`config.mk`:
```
export PLATFORM = sky130hd
export DESIGN_NAME = core_seq_ctrl
export DESIGN_NICKNAME = d
export VERILOG_FILES = /design/src/rtl/core_seq_ctrl.sv
export SDC_FILE = /design/constraint.sdc
export NUM_CORES = 1
export LEC_CHECK = 0
export ABC_AREA = 0
export BUFFER_PORTS_ARGS = -buffer_cell sky130_fd_sc_hd__buf_2
export CORE_UTILIZATION = 25
export CTS_BUF_LIST = sky130_fd_sc_hd__clkbuf_4
export DETAILED_ROUTE_END_ITERATION = 8
export SLEW_MARGIN = 15
export SYNTH_ARGS = -nofsm -noshare
export SYNTH_HDL_FRONTEND = slang
export SYNTH_SLANG_ARGS = --single-unit
```
`constraint.sdc`:
```
create_clock -name clk_i -period 2.2 [get_ports clk_i]
set_input_delay 0.44 -clock clk_i [delete_from_list [all_inputs] [get_ports clk_i]]
set_output_delay 0.44 -clock clk_i [all_outputs]
set_load 0.05 [all_outputs]
```
`src/rtl/core_seq_ctrl.sv`:
```
// core_seq_ctrl: multi-cycle sequencer for the RV32 core datapath.
// Walks each instruction through FETCH/DECODE/EXEC/MEM/WB. It drives the imem/dmem
// request/ack handshakes, the IR latch, the PC update and a gated regfile write.
// It also keeps retired-instruction and active-cycle counters.
//
// Handshake semantics: a request output stays high for every cycle the FSM waits
// in FETCH (imem) or MEM (dmem). The memory answers with a single-cycle ack pulse,
// and the transfer completes on the clock edge where that ack is sampled high.
// An ack that arrives while no request is up is dropped.
//
// Optional feature: define CORE_SEQ_TIMEOUT_EN to bound ack waits to
// TIMEOUT_CYCLES cycles. When a wait runs out, the core enters HALT and raises a
// sticky err_o. Without the macro the core waits indefinitely and err_o is 0.
module core_seq_ctrl #(
    parameter int CNT_W          = 32,
    parameter int TIMEOUT_CYCLES = 16
) (
    input  logic             clk_i,
    input  logic             rst_i,
    input  logic             run_i,
    input  logic [6:0]       opcode_i,
    input  logic             rwr_en_i,
    input  logic             imem_ack_i,
    input  logic             dmem_ack_i,
    output logic             imem_req_o,
    output logic             dmem_req_o,
    output logic             dmem_we_o,
    output logic             IR_EN_o,
    output logic             PC_EN_o,
    output logic             RWR_EN_o,
    output logic [2:0]       state_o,
    output logic             halted_o,
    output logic             err_o,
    output logic [CNT_W-1:0] instret_o,
    output logic [CNT_W-1:0] cycle_o
);

    localparam logic [6:0] OP_LOAD   = 7'h03;
    localparam logic [6:0] OP_STORE  = 7'h23;
    localparam logic [6:0] OP_BRANCH = 7'h63;
    localparam logic [6:0] OP_SYSTEM = 7'h73;

    typedef enum logic [2:0] {
        S_IDLE   = 3'd0,
        S_FETCH  = 3'd1,
        S_DECODE = 3'd2,
        S_EXEC   = 3'd3,
        S_MEM    = 3'd4,
        S_WB     = 3'd5,
        S_HALT   = 3'd6
    } state_t;

    state_t           state;
    logic [CNT_W-1:0] instret_q;
    logic [CNT_W-1:0] cycle_q;

    logic is_store;
    logic is_mem;
    logic wb_blocked;
    logic wait_expired;

    // A zero-cycle timeout would be meaningless; this block exists only to flag that configuration.
    if (TIMEOUT_CYCLES < 1) begin : g_timeout_cfg_invalid
    end

    assign is_store   = (opcode_i == OP_STORE);
    assign is_mem     = (opcode_i == OP_LOAD) || is_store;
    // Stores and branches never produce a register result.
    assign wb_blocked = is_store || (opcode_i == OP_BRANCH);

`ifdef CORE_SEQ_TIMEOUT_EN
    localparam int WAIT_W = (TIMEOUT_CYCLES > 1) ? $clog2(TIMEOUT_CYCLES) : 1;
    localparam logic [WAIT_W-1:0] WAIT_LAST = WAIT_W'(TIMEOUT_CYCLES - 1);

    logic [WAIT_W-1:0] wait_cnt;
    logic              waiting;
    logic              err_q;

    // A waiting cycle is one spent in FETCH or MEM with no ack sampled.
    assign waiting      = ((state == S_FETCH) && !imem_ack_i) || ((state == S_MEM) && !dmem_ack_i);
    // The limit is reached on the last allowed waiting cycle. An ack on that same cycle still wins.
    assign wait_expired = waiting && (wait_cnt == WAIT_LAST);

    // Count consecutive waiting cycles. Any other cycle clears the count, so it is fresh on each FETCH/MEM entry.
    always_ff @(posedge clk_i) begin
        if (rst_i) begin
            wait_cnt <= '0;
            err_q    <= 1'b0;
        end else begin
            if (waiting) begin
                wait_cnt <= wait_cnt + WAIT_W'(1);
            end else begin
                wait_cnt <= '0;
            end
            if (wait_expired) begin
                err_q <= 1'b1;
            end
        end
    end

    assign err_o = err_q;
`else
    assign wait_expired = 1'b0;
    assign err_o        = 1'b0;
`endif

    // Sequencer FSM plus retire/active-cycle counters. Acks are ignored while reset is held.
    always_ff @(posedge clk_i) begin
        if (rst_i) begin
            state     <= S_IDLE;
            instret_q <= '0;
            cycle_q   <= '0;
        end else begin
            if ((state != S_IDLE) && (state != S_HALT)) begin
                cycle_q <= cycle_q + CNT_W'(1);
            end
            case (state)
                S_IDLE: begin
                    if (run_i) state <= S_FETCH;
                end
                S_FETCH: begin
                    if (imem_ack_i)        state <= S_DECODE;
                    else if (wait_expired) state <= S_HALT;
                end
                S_DECODE: begin
                    state <= (opcode_i == OP_SYSTEM) ? S_HALT : S_EXEC;
                end
                S_EXEC: begin
                    state <= is_mem ? S_MEM : S_WB;
                end
                S_MEM: begin
                    if (dmem_ack_i)        state <= S_WB;
                    else if (wait_expired) state <= S_HALT;
                end
                S_WB: begin
                    instret_q <= instret_q + CNT_W'(1);
                    state     <= run_i ? S_FETCH : S_IDLE;
                end
                S_HALT: begin
                    state <= S_HALT;
                end
                default: begin
                    state <= S_IDLE;
                end
            endcase
        end
    end

    // Strobes are decoded from the registered state. IR_EN also needs the fetch ack,
    // and RWR_EN also needs the decoder's write request.
    assign imem_req_o = (state == S_FETCH);
    assign dmem_req_o = (state == S_MEM);
    assign dmem_we_o  = (state == S_MEM) && is_store;
    assign IR_EN_o    = (state == S_FETCH) && imem_ack_i && !rst_i;
    assign PC_EN_o    = (state == S_WB);
    assign RWR_EN_o   = (state == S_WB) && rwr_en_i && !wb_blocked;
    assign halted_o   = (state == S_HALT);
    assign state_o    = state;
    assign instret_o  = instret_q;
    assign cycle_o    = cycle_q;

endmodule

```
==> impl_metrics.yaml <==
yosys:
  synth.most_common_cell: "dfxtp_1"
  yosysTopAreaCellShare_pct: 39.6
  syn-instance-count: 406
  seq_area_frac_synth_pct: 39.6
  ys_async_sr_fraction_pct: 0
  synth_nets: 421
  synth_largest_area_cell: "dfxtp_1"
  synth_flop_cell: "dfxtp_1"
  synthTopCellsByArea: "dfxtp_1, a21oi_1, or4_1, o31ai_1, or3_1"
  yosysWarnings: 0
  synth_seq_cells: 67
  avgSynthCellArea_um2: 8.35
  synth_edf_count: 0
  synth_common_cells: "dfxtp_1, a21oi_1, nor2_1"
  synth.distinct_cells: 46
  synth_area_um2: 3390
placement:
  port_buffers: 86
  place_congestion: 0.757
  hpwl_mm: 6.21
  place_inst: 657
  pre_cts_ws_ps: 114
detailed_routing:
  drt_iter0_drc: 243
  drc: 0
  vias: 3397
  ant_nets: 0
  wl_per_cell_um: 13.4
  drt-total-wl_mm: 9.03
  firstDrtPassIters: 6
  via_per_inst: 5.03
worst_setup_path:
  worstPathArrival_ps: 2480
  cp-start-kind: "flop"
  path_class: "flop to flop"
  path_buf_inv: 1
  cp.required_ps: 2580
  cp-end-kind: "flop"
  slowest_stage: "or4_4"
  path_delay_family: "simple AND/OR/NAND/NOR gates"
  path_max_fanout: 15
  critPathMaxStageDelay_ps: 540
  path_cells: "ha_4 > nand3b_2 > or4_4 > buf_6 > or4_1 > a21oi_1"
global_routing:
  grt_overflow_total: 0
  grt_antenna_before_repair: 0
  grt_pass1_vias: 3024
  grt_pass1_wl_mm: 14.8
  grt_max_degree: 75
  grt.total_usage_pct: 13.2
clock_tree:
  numCtsBuffers: 9
  cts_max_level: 3
  cts_tree: "done"
  path_clk_slew_ps: 120
  cts_hold_buffers: 0
  cts_buffer_depth: 2
  root_buffer: "clkbuf_4"
  clk_latency_ps: 450
  cts_sinks: 67
sta:
  whs_ps: 335
  final_hold_viol_count: 0
  finalSetupViolations: 0
  period_minus_slack_ps: 2110
  period_share_pct: 95.7
  fin_ws_ps: 94.1
  rsz0062_at_grt: "yes"
  finalMaxSlewViolations: 0
  fmax_mhz: 475
  fin_skew_ps: 15.7
power:
  leakage_uw: 0.00161
  ir_drop_uv: 236
  p_total_uw: 2160
  cellPowerDensity_nw_per_um2: 504
min_path:
  hold_class: "input port to flop"
finish:
  syn_to_final_growth_pct: 26.2
  fin_util_pct: 32.3
  layout.nets: 510
  drive_gt1_share_pct: 30.0
  n_antenna_cell: 0
  fin_cells: 676
floorplanning:
  die_y_um: 118
  die_area_um2: 14000
  io_pins: 88
  core-area_um2: 13200
  die_x_um: 118
  start_util_pct: 25.6
  num_rows: 42
status:
  status: "complete, no violations"
flow_run:
  drv_cap: 0
state kept, by name (all words and copies together) (netlist names):
| register | count |
|---|---|
| state_o | 3 |
| instret_o | 32 |
| cycle_o | 32 |
path summary, 6_finish.rpt:
| path | startpoint | to | slack (ps) | depth (start not counted) |
|---|---|---|---|---|
| max | instret_o[0] | instret_o[24] | 90 | 6 |
| min | imem_ack_i | state_o[1] | 330 | 3 |
| max reg2reg | instret_o[0] | instret_o[24] | 90 | 6 |
| min reg2reg | cycle_o[1] | cycle_o[1] | 500 | 2 |
worst reg2reg max path: cells and delay by family (launching register included):
kind / cells / cell delay (ps)
fa+ha+maj: 1 / 140
buf+inv: 1 / 160
compound gates: 1 / 150
flops: 1 / 400
simple gates: 3 / 1180
cell usage in the layout, fill, tap and decap left out, drive strengths merged, types with 2 or more instances in the layout:
cell type  synthesis  layout
xor2               9       9
o2111ai            3       3
nand3b             2       2
a211oi             2       2
or4               24      24
nor2b              8       8
nor2              27      27
inv                8       8
nand2             24      24
and3b              2       2
nand2b             5       5
nor3               4       4
xnor2              7       7
and3               4       4
nor4               8       8
dfxtp             67      67
o21ai             23      23
a21oi             45      45
nand3             18      18
and4              10      10
o31ai             20      20
or3               19      19
buf                5     104
and2               4       4
nand4             13      13
clkinv             0       5
ha                 2       2
o211ai             2       2
mux2               8       8
clkbuf            21      11
timing repair:
| action | in CTS | in global routing |
|---|---|---|
| setup buffers | 0 | 3 |
| resized for setup | 5 | 6 |
| gates cloned | 0 | 0 |
| endpoints found under the hold margin | 0 | 0 |
| pin swaps | 0 | 1 |
| endpoints found under the setup margin | 4 | 9 |
logic make-up after synthesis:
| logic type | count (synthesis) | share of synthesized area (%) |
|---|---|---|
| buffers and inverters | 34 | 4.25 |
| AOI/OAI and AO/OA | 100 | 17.4 |
| adders and majority gates | 2 | 0.738 |
| xor gates and xnor gates | 16 | 4.14 |
| other | 1 | 0.111 |
| and+or+nand+nor | 178 | 31.1 |
| muxes | 8 | 2.66 |
| DFF | 67 | 39.6 |
through the flow:
stage | TNS [ps] | cell area, µm²
2_1_floorplan | -145 | 3470
3_3_place_gp | 0 | 4120
3_5_place_dp | 0 | 4120
4_1_cts | 0 | 4230
5_1_grt | -8.48 | 4280
6_report | 0 | 4280
where the power goes:
| part | internal (µW) | switching, µW | leakage, µW |
|---|---|---|---|
| clock | 242 | 461 | 0.0000608 |
| sequential | 1220 | 16.0 | 0.000548 |
| combinational | 69.9 | 146 | 0.00101 |
routing by layer:
metal	global-route usage [%]	routed length (µm)
met1	15.2	4060
met2	22.2	4380
met3	5.12	479
met4	4.43	105
met5	0	0
layout make-up:
class | instances | area (µm²)
multi-input combinational | 305 | 1960
fill | 1426 | 8970
inverter | 8 | 30.0
clock buffer | 11 | 82.6
timing repair buffer | 104 | 597
sequential | 67 | 1370
tap | 176 | 220
clock inverter | 5 | 20.0
(Power assumes the default switching activity.)
